$ cat src/rtl/saturn_serial_arbiter_pkg.sv
// saturn_serial_arbiter_pkg: shared widths, FSM state encodings and defaults
// for the serial TX arbiter and its requester interface.
package saturn_serial_arbiter_pkg;
    localparam int CHAR_W = 8;
    localparam int CNT_W  = 10;
    localparam logic [CHAR_W-1:0] EOL_DEFAULT = 8'h0A;
    localparam logic [1:0] S_IDLE      = 2'd0;
    localparam logic [1:0] S_ISSUE     = 2'd1;
    localparam logic [1:0] S_WAIT_BUSY = 2'd2;
    localparam logic [1:0] S_WAIT_DONE = 2'd3;
endpackage

$ cat src/rtl/saturn_serial_arbiter_if.sv
// saturn_serial_arbiter_if: requester-side and serial-side signals of the arbiter.
// slave is the arbiter view, master the requesters/serial-port view.
interface saturn_serial_arbiter_if #(parameter int NUM_REQ = 2);
    import saturn_serial_arbiter_pkg::*;
    logic [NUM_REQ*CHAR_W-1:0] i_req_char;
    logic [NUM_REQ-1:0]        i_req_valid;
    logic [NUM_REQ-1:0]        o_req_ack;
    logic [CHAR_W-1:0]         o_char_to_send;
    logic                      o_char_valid;
    logic                      i_serial_busy;
    logic [CNT_W-1:0]          o_char_counter;
    logic [1:0]                o_owner;
    logic                      o_locked;
    logic                      o_busy;
    logic                      o_error;
    modport slave (
        input  i_req_char, i_req_valid, i_serial_busy,
        output o_req_ack, o_char_to_send, o_char_valid, o_char_counter,
               o_owner, o_locked, o_busy, o_error
    );
    modport master (
        output i_req_char, i_req_valid, i_serial_busy,
        input  o_req_ack, o_char_to_send, o_char_valid, o_char_counter,
               o_owner, o_locked, o_busy, o_error
    );
endinterface

$ cat src/rtl/saturn_serial_arbiter_rr_pick.sv
// saturn_rr_pick: combinational round-robin picker; returns the first set
// request at or after start_i, wrapping modulo N.
module saturn_rr_pick #(parameter int N = 2) (
    input  logic [N-1:0] req_i,
    input  logic [1:0]   start_i,
    output logic         found_o,
    output logic [1:0]   idx_o
);
    always_comb begin
        found_o = 1'b0;
        idx_o   = 2'd0;
        for (int i = N - 1; i >= 0; i--)
            for (int j = 0; j < N; j++)
                if (j == (int'(start_i) + i) % N && req_i[j]) begin
                    found_o = 1'b1;
                    idx_o   = 2'(j);
                end
    end
endmodule

$ cat src/rtl/saturn_serial_arbiter.sv
// saturn_serial_arbiter: shares the saturn_serial TX port between NUM_REQ
// char sources, round-robin, paced on serial busy, with optional line lock.
module saturn_serial_arbiter
    import saturn_serial_arbiter_pkg::*;
#(
    parameter int              NUM_REQ       = 2,
    parameter bit              LINE_LOCK     = 1'b1,
    parameter logic [CHAR_W-1:0] EOL_CHAR    = EOL_DEFAULT,
    parameter int              BUSY_TIMEOUT  = 4,
    parameter int              LOCK_IDLE_MAX = 255
) (
    input logic i_clk,
    input logic i_reset_n,
    saturn_serial_arbiter_if.slave bus
);
    localparam int IW = $clog2(LOCK_IDLE_MAX + 1);
    localparam int TW = $clog2(BUSY_TIMEOUT + 1);
    logic [1:0]         state_q, state_d, owner_q, owner_d, last_q, last_d;
    logic [CHAR_W-1:0]  char_q, char_d;
    logic [NUM_REQ-1:0] ack_q, ack_d;
    logic               valid_q, valid_d, locked_q, locked_d, err_q, err_d;
    logic [CNT_W-1:0]   cnt_q, cnt_d;
    logic [IW-1:0]      idle_q, idle_d;
    logic [TW-1:0]      to_q, to_d;
    logic [NUM_REQ-1:0] own_oh, elig;
    logic [1:0]         start, pick;
    logic               found, own_vld;
    logic [CHAR_W-1:0]  pick_chr;
    assign own_oh  = NUM_REQ'(1) << owner_q;
    assign own_vld = |(bus.i_req_valid & own_oh);
    assign elig    = locked_q ? bus.i_req_valid & own_oh : bus.i_req_valid;
    assign start   = (last_q == 2'(NUM_REQ - 1)) ? 2'd0 : last_q + 2'd1;
    saturn_rr_pick #(.N(NUM_REQ)) u_pick (
        .req_i(elig), .start_i(start), .found_o(found), .idx_o(pick)
    );
    always_comb begin
        pick_chr = '0;
        for (int k = 0; k < NUM_REQ; k++)
            if (pick == 2'(k)) pick_chr = bus.i_req_char[CHAR_W*k +: CHAR_W];
    end
    // Grant-time updates land together so valid, ack, counter and lock are seen in the ISSUE cycle.
    always_comb begin
        state_d  = state_q;
        char_d   = char_q;
        owner_d  = owner_q;
        last_d   = last_q;
        cnt_d    = cnt_q;
        locked_d = locked_q;
        err_d    = err_q;
        valid_d  = 1'b0;
        ack_d    = '0;
        idle_d   = '0;
        to_d     = '0;
        case (state_q)
            S_IDLE:
                if (!bus.i_serial_busy && found) begin
                    state_d = S_ISSUE;
                    char_d  = pick_chr;
                    owner_d = pick;
                    last_d  = pick;
                    valid_d = 1'b1;
                    ack_d   = NUM_REQ'(1) << pick;
                    cnt_d   = cnt_q + CNT_W'(1);
                    if (LINE_LOCK) locked_d = pick_chr != EOL_CHAR;
                end else if (locked_q && !own_vld) begin
                    if (idle_q == IW'(LOCK_IDLE_MAX - 1)) locked_d = 1'b0;
                    else idle_d = idle_q + IW'(1);
                end
            S_ISSUE: state_d = S_WAIT_BUSY;
            S_WAIT_BUSY:
                if (bus.i_serial_busy) state_d = S_WAIT_DONE;
                else if (to_q == TW'(BUSY_TIMEOUT - 1)) begin
                    err_d   = 1'b1;
                    state_d = S_IDLE;
                end else to_d = to_q + TW'(1);
            default: state_d = bus.i_serial_busy ? S_WAIT_DONE : S_IDLE;
        endcase
    end
    always_ff @(posedge i_clk or negedge i_reset_n) begin
        if (!i_reset_n) begin
            state_q  <= S_IDLE;
            char_q   <= '0;
            owner_q  <= '0;
            last_q   <= 2'(NUM_REQ - 1);
            ack_q    <= '0;
            valid_q  <= 1'b0;
            cnt_q    <= '0;
            locked_q <= 1'b0;
            err_q    <= 1'b0;
            idle_q   <= '0;
            to_q     <= '0;
        end else begin
            state_q  <= state_d;
            char_q   <= char_d;
            owner_q  <= owner_d;
            last_q   <= last_d;
            ack_q    <= ack_d;
            valid_q  <= valid_d;
            cnt_q    <= cnt_d;
            locked_q <= locked_d;
            err_q    <= err_d;
            idle_q   <= idle_d;
            to_q     <= to_d;
        end
    end
    assign bus.o_req_ack      = ack_q;
    assign bus.o_char_to_send = char_q;
    assign bus.o_char_valid   = valid_q;
    assign bus.o_char_counter = cnt_q;
    assign bus.o_owner        = owner_q;
    assign bus.o_locked       = locked_q;
    assign bus.o_busy         = state_q != S_IDLE;
    assign bus.o_error        = err_q;
endmodule

$ cat src/flat_wrapper.sv
// flat-port wrapper written by rule: the top's interface ports become plain ports
module saturn_serial_arbiter_flat import saturn_serial_arbiter_pkg::*;
#(
    parameter int              NUM_REQ       = 2,
    parameter bit              LINE_LOCK     = 1'b1,
    parameter logic [CHAR_W-1:0] EOL_CHAR    = EOL_DEFAULT,
    parameter int              BUSY_TIMEOUT  = 4,
    parameter int              LOCK_IDLE_MAX = 255
)
  (i_clk, i_reset_n, bus_i_req_char, bus_i_req_valid, bus_i_serial_busy, bus_o_req_ack, bus_o_char_to_send, bus_o_char_valid, bus_o_char_counter, bus_o_owner, bus_o_locked, bus_o_busy, bus_o_error);
  saturn_serial_arbiter_if #(.NUM_REQ(NUM_REQ)) bus_i ();
  input logic i_clk;
  input logic i_reset_n;
  input wire logic [$bits(bus_i.i_req_char)-1:0] bus_i_req_char;
  input wire logic [$bits(bus_i.i_req_valid)-1:0] bus_i_req_valid;
  input wire logic [$bits(bus_i.i_serial_busy)-1:0] bus_i_serial_busy;
  output wire logic [$bits(bus_i.o_req_ack)-1:0] bus_o_req_ack;
  output wire logic [$bits(bus_i.o_char_to_send)-1:0] bus_o_char_to_send;
  output wire logic [$bits(bus_i.o_char_valid)-1:0] bus_o_char_valid;
  output wire logic [$bits(bus_i.o_char_counter)-1:0] bus_o_char_counter;
  output wire logic [$bits(bus_i.o_owner)-1:0] bus_o_owner;
  output wire logic [$bits(bus_i.o_locked)-1:0] bus_o_locked;
  output wire logic [$bits(bus_i.o_busy)-1:0] bus_o_busy;
  output wire logic [$bits(bus_i.o_error)-1:0] bus_o_error;
  assign bus_i.i_req_char = bus_i_req_char;
  assign bus_i.i_req_valid = bus_i_req_valid;
  assign bus_i.i_serial_busy = bus_i_serial_busy;
  assign bus_o_req_ack = bus_i.o_req_ack;
  assign bus_o_char_to_send = bus_i.o_char_to_send;
  assign bus_o_char_valid = bus_i.o_char_valid;
  assign bus_o_char_counter = bus_i.o_char_counter;
  assign bus_o_owner = bus_i.o_owner;
  assign bus_o_locked = bus_i.o_locked;
  assign bus_o_busy = bus_i.o_busy;
  assign bus_o_error = bus_i.o_error;
  saturn_serial_arbiter #(.NUM_REQ(NUM_REQ), .LINE_LOCK(LINE_LOCK), .EOL_CHAR(EOL_CHAR), .BUSY_TIMEOUT(BUSY_TIMEOUT), .LOCK_IDLE_MAX(LOCK_IDLE_MAX)) u_core (.i_clk(i_clk), .i_reset_n(i_reset_n), .bus(bus_i));
endmodule
$ cat config.mk
export PLATFORM = sky130hd
export DESIGN_NAME = saturn_serial_arbiter_flat
export DESIGN_NICKNAME = d
export VERILOG_FILES = /design/src/rtl/saturn_serial_arbiter_pkg.sv /design/src/rtl/saturn_serial_arbiter_if.sv /design/src/rtl/saturn_serial_arbiter_rr_pick.sv /design/src/rtl/saturn_serial_arbiter.sv /design/src/flat_wrapper.sv
export SDC_FILE = /design/constraint.sdc
export NUM_CORES = 1
export LEC_CHECK = 0
export BUFFER_PORTS_ARGS = -buffer_cell sky130_fd_sc_hd__buf_4
export CAP_MARGIN = 20
export CORE_MARGIN = 2
export CORE_UTILIZATION = 40
export CTS_CLUSTER_SIZE = 24
export DETAILED_ROUTE_END_ITERATION = 10
export SETUP_SLACK_MARGIN = 0.05
export SYNTH_ARGS = -nofsm -noshare
export SYNTH_HDL_FRONTEND = slang
export SYNTH_SLANG_ARGS = --single-unit
$ cat constraint.sdc
create_clock -name i_clk -period 1.8 [get_ports i_clk]
set_input_delay 0.09 -clock i_clk [delete_from_list [all_inputs] [get_ports i_clk]]
set_output_delay 0.09 -clock i_clk [all_outputs]
set_load 0.03 [all_outputs]
## After elaboration in Yosys (flattened, before gate mapping)

Index checks and enable logic that the tools add are counted.

- Multiplexer cells: 30
- Shift-type cells: 2
- Bitwise operators: 3
- Add/subtract/negate cells: 5
- Reduce and logical (&&, ||, !) cells: 20
- Eq/ne operators: 10

Operators by type and width:

| operator | number |
|---|---|
| zero test 32 bit | 2 |
| two-way mux 8 bit | 6 |
| two-way mux 2 bit | 9 |
| two-way mux 1 bit | 11 |
| adder 10 x 1 -> 10 bit (second input constant) | 1 |
| two-way mux 3 bit | 3 |
| adder 8 x 1 -> 8 bit (second input constant) | 1 |
| == test 8 bit (second input constant) | 1 |
| inequality test 8 x 4 -> 1 bit (second input constant) | 1 |
| == test 2 x 1 -> 1 bit (second input constant) | 3 |
| logical AND 1 bit | 6 |
| one-hot mux 2 bit (3 select lines) | 1 |
| AND reduction 3 bit | 2 |
| nonzero test 2 bit | 3 |
| zero test 2 bit | 2 |
| AND reduction 2 bit | 2 |
| left shift 1 x 2 -> 2 bit (first input constant) | 2 |
| adder 3 x 1 -> 3 bit (second input constant) | 1 |
| == test 3 x 2 -> 1 bit (second input constant) | 1 |
| inequality test 3 x 2 -> 1 bit (second input constant) | 1 |
| adder 1 bit (second input constant) | 2 |
| bitwise AND 2 bit | 1 |
| == test 2 bit (first input constant) | 1 |
| == test 2 bit (second input constant) | 1 |
| 5 further kinds | 6 |

- Logic and storage cells: 81
- Bits in registers: 40
- Input bits: 21
- Output and inout bits: 26

## Depth between registers and ports, before layout

- Word-level depth: 14
- Mapped depth: 7
- Gate-level depth less buffers: 6

## Cells and area by module

A second synthesis with hierarchy kept.

- Cell total of the unflattened synthesis: 176
- Area total of the unflattened synthesis: 1848.0 um^2

Modules (own cells, without submodules):

| module | cells an instance | instances | area each (um^2) | seq. area each (um^2) |
|---|---|---|---|---|
| saturn_serial_arbiter | 171 | 1 | 1819.2 | 977.2 |
| saturn_rr_pick | 5 | 1 | 28.8 | 0.0 |

## Worst setup path before layout

Ideal clock, no wire load.

- Path kind: register -> register
- Start point: reg u_core.owner_q[0], in the netlist u_core.bus.o_owner[0]
- End point: reg u_core.cnt_q[4], in the netlist u_core.bus.o_char_counter[4]
- Cell stages (with the launch flop): 7
- Arrival time: 1634 ps
- Buffers on the path: 1
- Period minus slack after synthesis: 1768 ps
- Library setup time: 134 ps
- Path slack: 32 ps
- Data required time: 1666 ps
- Path through: dfrtp_1 > mux2i_1 > a2111o_1 > inv_2 > buf_6 > nand4_1 > xnor2_1

- Cells in the longest elaborated chain, start to end: 10
- Elaborated cells on any way between the ends: 13
- Classes of those cells: 1 x shift; 5 x mux; 1 x bitwise; 6 x reduce/logical

Ends and longest elaborated chain:

| item | RTL line | source |
|---|---|---|
| start, declared | saturn_serial_arbiter.sv:18 | `logic [1:0] state_q, state_d, owner_q, owner_d, last_q, last_d;` |
| start signal, assigned | saturn_serial_arbiter.sv:95 | `owner_q <= owner_d;` |
| left shift 1 x 2 -> 2 bit (*) | saturn_serial_arbiter.sv:29 | `assign own_oh = NUM_REQ'(1) << owner_q;` |
| bitwise AND 2 bit (*) | saturn_serial_arbiter.sv:31 | `assign elig = locked_q ? bus.i_req_valid & own_oh : bus.i_req_valid;` |
| two-way mux 2 bit (*) | saturn_serial_arbiter.sv:31 |  |
| logical AND 1 bit | saturn_serial_arbiter_rr_pick.sv:14 | `if (j == (int'(start_i) + i) % N && req_i[j]) begin` |
| two-way mux 1 bit (3 in series) | saturn_serial_arbiter_rr_pick.sv:14 |  |
| two-way mux 1 bit (*) | saturn_serial_arbiter_rr_pick.sv:14 |  |
| logical AND 1 bit (*) | saturn_serial_arbiter.sv:56 | `if (!bus.i_serial_busy && found) begin` |
| AND reduction 2 bit (no source line) (*) | -- |  |
| end signal, assigned | saturn_serial_arbiter.sv:99 | `cnt_q <= cnt_d;` |
| end, declared | saturn_serial_arbiter.sv:22 | `logic [CNT_W-1:0] cnt_q, cnt_d;` |

Every way passes the cells marked *; elsewhere a longest branch is shown, timed or not.
A chain may end at the register's enable or synchronous reset.

## Worst setup path after layout

- Start point: reg u_core.owner_q[0], in the netlist u_core.bus.o_owner[0]
- End point: reg u_core.cnt_q[1], in the netlist u_core.bus.o_char_counter[1]

Same word-level chain as after synthesis.

==> impl_metrics.tcl <==
set metrics [dict create \
    leakage_nw 1.104 \
    num_io_pins 47 \
    post-synth-top-area-fraction_pct 54.53 \
    global_route.usage.total_pct 15.49 \
    vias 1301 \
    drv.max_cap_violation_count 0 \
    rr_worst_depth 4 \
    worst_hold_startpoint "bus_i_serial_busy" \
    synth-xor-area-share_pct 7.738 \
    grt_antenna_before_repair 0 \
    worst_hold_path.endpoint "u_core.state_q[0]" \
    worstPathMaxFanout 12 \
    min_path_cells 3 \
    area.growth.synth_to_final_pct 29.11 \
    synthTopCellsByArea "sky130_fd_sc_hd__dfrtp_1 (55%), sky130_fd_sc_hd__xnor2_1 (6.2%), sky130_fd_sc_hd__mux2i_1 (5.9%), sky130_fd_sc_hd__nor2_1 (4.0%), sky130_fd_sc_hd__nand2_1 (3.1%)" \
    hold_viol_final 0 \
    synthMostInstantiatedCell "sky130_fd_sc_hd__dfrtp_1" \
    gr-total-overflow 0 \
    cts-buffers-inserted 5 \
    ys_warn_count 0 \
    cts-root-buf "sky130_fd_sc_hd__clkbuf_8" \
    combinationalPowerShare_pct 39.2 \
    synth-edff-count 0 \
    drt_wl_total_um 3420 \
    setup-violations-final 0 \
    dieHeight_um 69.15 \
    min_path_type "in2reg" \
    cp.required_ps 1960 \
    yosys.area_share.simple_pct 17.24 \
    pwr-share-clk_pct 18.5 \
    finalClockSkew_ps 7.495 \
    final_max_slew_viol_count 0 \
    grt_max_degree 39 \
    syn_std_cell_area_um2 1698 \
    dieArea_um2 4782 \
    num-nets-final 234 \
    numPortBuffers 45 \
    post_cts_resize_count 0 \
    synth_adder_area_share_pct 2.948 \
    async_sr_flop_fraction_pct 100.0 \
    vdd_ir_drop_max_uv 678.7 \
    criticalPathCategory "reg2reg" \
    htree_num_levels 2 \
    clock_period_minus_final_worst_setup_slack_ps 1665 \
    share_seq_of_total_power_pct 42.4 \
    final.period_utilization_pct 92.51 \
    fp.coreArea_um2 4029 \
    avgSynthCellArea_um2 10.88 \
    clock_pin_slew_on_the_worst_setup_and_hold_paths_ps 70 \
    place.detailed.hpwl_um 2566 \
    avgRoutedWirePerCell_um 13.20 \
    main_combinational_cell_family_by_area_after_synthesis "simple AND/OR/NAND/NOR gates" \
    grt_pass1_wl_um 5920 \
    mappedNetlistNets 181 \
    worstSkewPairLatency_ps 280 \
    avgViaCountPerCell 5.023 \
    num_antenna_cells 0 \
    tritoncts "done" \
    synth_cell_type_count 33 \
    post-synth-top-area-cell "sky130_fd_sc_hd__dfrtp_1" \
    synth-seq-area-share_pct 56.08 \
    iter_0_drt_violations 77 \
    synth-main-ff-cell "sky130_fd_sc_hd__dfrtp_1" \
    drc 0 \
    result_of_the_run "finished clean" \
    antenna_left 0 \
    power.internal_w 0.001795 \
    clock_sink_count 38 \
    initial_utilization_pct 42.14 \
    rr_endpoint "u_core.bus.o_char_counter[1]" \
    drtPass1Iterations 4 \
    post_route_cells_drive_above_1_share_pct 28.23 \
    synth.top_cells.by_count "sky130_fd_sc_hd__dfrtp_1 (37), sky130_fd_sc_hd__nor2_1 (18), sky130_fd_sc_hd__nand2_1 (14)" \
    synth_compound_gate_area_share_pct 6.264 \
    setup_total_negative_slack_ps 0 \
    syn_inst 156 \
    worstSetupEndpointType "register" \
    die_w_um 69.15 \
    gp_congestion 0.7217 \
    yosys-mux-area-fraction_pct 6.559 \
    row_count 23 \
    grt_pass1_vias 1318 \
    power_switching_w 0.001112 \
    power.density_cell_area_nw_per_um2 1326 \
    slack_of_the_worst_reg_to_reg_path_ps 130 \
    total_power_w 0.002907 \
    timing.fmax_mhz 600.5 \
    rsz0062_at_grt "false" \
    p_sw_share_pct 38.24 \
    critical_path_arrival_ps 1820 \
    timing.rr.start "u_core.bus.o_owner[0]" \
    cts-root-to-sink-buffers 2 \
    critPathLaunchType "register" \
    yosys_register_bits 38 \
]
-- worst max-delay path, cell delays in order, from the launching register on --
cell	delay [ps]
sky130_fd_sc_hd__dfrtp_2	430
sky130_fd_sc_hd__mux2i_1	140
sky130_fd_sc_hd__a2111o_1	440
sky130_fd_sc_hd__inv_2	180
sky130_fd_sc_hd__mux2_2	350
-- final cells by class --
type	instances	area (µm²)
Clock buffer	7	76.32
Fill cell	373	1837
Inverter	5	18.77
Multi-Input combinational cell	108	695.7
Sequential cell	38	953.4
Tap cell	50	62.56
Timing Repair Buffer	51	385.4
-- cell usage in the layout (no fill, tap or decap), drive strengths merged --
master       count
nand4            6
ha               4
mux2             1
clkbuf           7
and2             3
o21bai           1
mux2i           10
nand3            8
dfrtp           37
nand2           14
o21ai            9
o211ai           1
dfstp            1
dlygate4sd3      1
conb             1
nand4b           1
buf             50
nor4             2
nor2            18
nand3b           1
xor2             3
a21oi            2
nor3b            1
a2111o           1
nand2b           1
and3             4
and4             1
a311o            1
a21o             2
inv              5
xnor2           12
-- power groups by stage --
stage	Sequential [W]	Combinational (W)	Clock (W)
floorplan	0.00152	0.000392	0
global placement	0.00123	0.00113	0
detailed placement	0.00124	0.00116	0
CTS	0.00123	0.00116	0.000554
global route	0.00126	0.00123	0.000606
finish	0.00123	0.00114	0.000536
-- logic make-up (layout without fill, tap and decap cells) --
logic type | Yosys count | count (layout)
muxes | 11 | 11
and+or+nand+nor | 60 | 60
DFF | 38 | 38
other | 1 | 1
buffers and inverters | 10 | 63
AOI/OAI and AO/OA | 17 | 17
xor gates and xnor gates | 15 | 15
adders and majority gates | 4 | 4
-- sequential cells by signal (all words and copies together), names as in the netlist --
register	flops
u_core.to_q	3
u_core.bus.o_char_counter	10
u_core.bus.o_owner	1
u_core.state_q	2
u_core.bus.o_char_to_send	8
u_core.bus.o_req_ack	2
u_core.idle_q	8
u_core.bus.o_char_valid	1
u_core.bus.o_locked	1
u_core.last_q	1
u_core.bus.o_error	1
-- metal layers --
layer / global-route usage (%) / part of all wire (%) / wire (µm)
met5: 0 / 0 / 0
met4: 5.882 / 1.1 / 38
met3: 3.655 / 6.5 / 222
met2: 25.32 / 47 / 1624
met1: 19.94 / 45 / 1535
-- per-stage QoR --
stage / hold WS (ps) / cells / setup slack, ps / util, % / instance area (µm²)
finish: 51.46 / 259 / 134.8 / 54.41 / 2192
detailed placement: 85.15 / 251 / 150.6 / 52.27 / 2106
global route: 45.59 / 259 / 66.50 / 54.41 / 2192
global placement: 76.18 / 251 / 180.5 / 52.27 / 2106
floorplan: -205.6 / 156 / 75.63 / - / 1699
CTS: 51.87 / 259 / 134.3 / 54.41 / 2192
-- worst max path at each step --
stage | slack (ps) | start | depth (start not counted) | end
after floorplan | 80 | u_core.state_q[1] | 7 | u_core.bus.o_char_counter[4]
after global placement | 180 | u_core.bus.o_owner[0] | 4 | u_core.bus.o_char_counter[1]
after detailed placement | 150 | u_core.bus.o_owner[0] | 4 | u_core.bus.o_char_counter[1]
after CTS | 130 | u_core.bus.o_owner[0] | 4 | u_core.bus.o_char_counter[1]
after global routing | 70 | u_core.bus.o_owner[0] | 4 | u_core.bus.o_char_counter[1]
final | 130 | u_core.bus.o_owner[0] | 4 | u_core.bus.o_char_counter[1]
-- repair_timing --
action                                 in CTS  in global routing
setup buffers                               0                  0
hold buffers                                1                  0
setup endpoints to repair                   0                  0
endpoints found under the hold margin      37                  0
(Power assumes the default switching activity.)
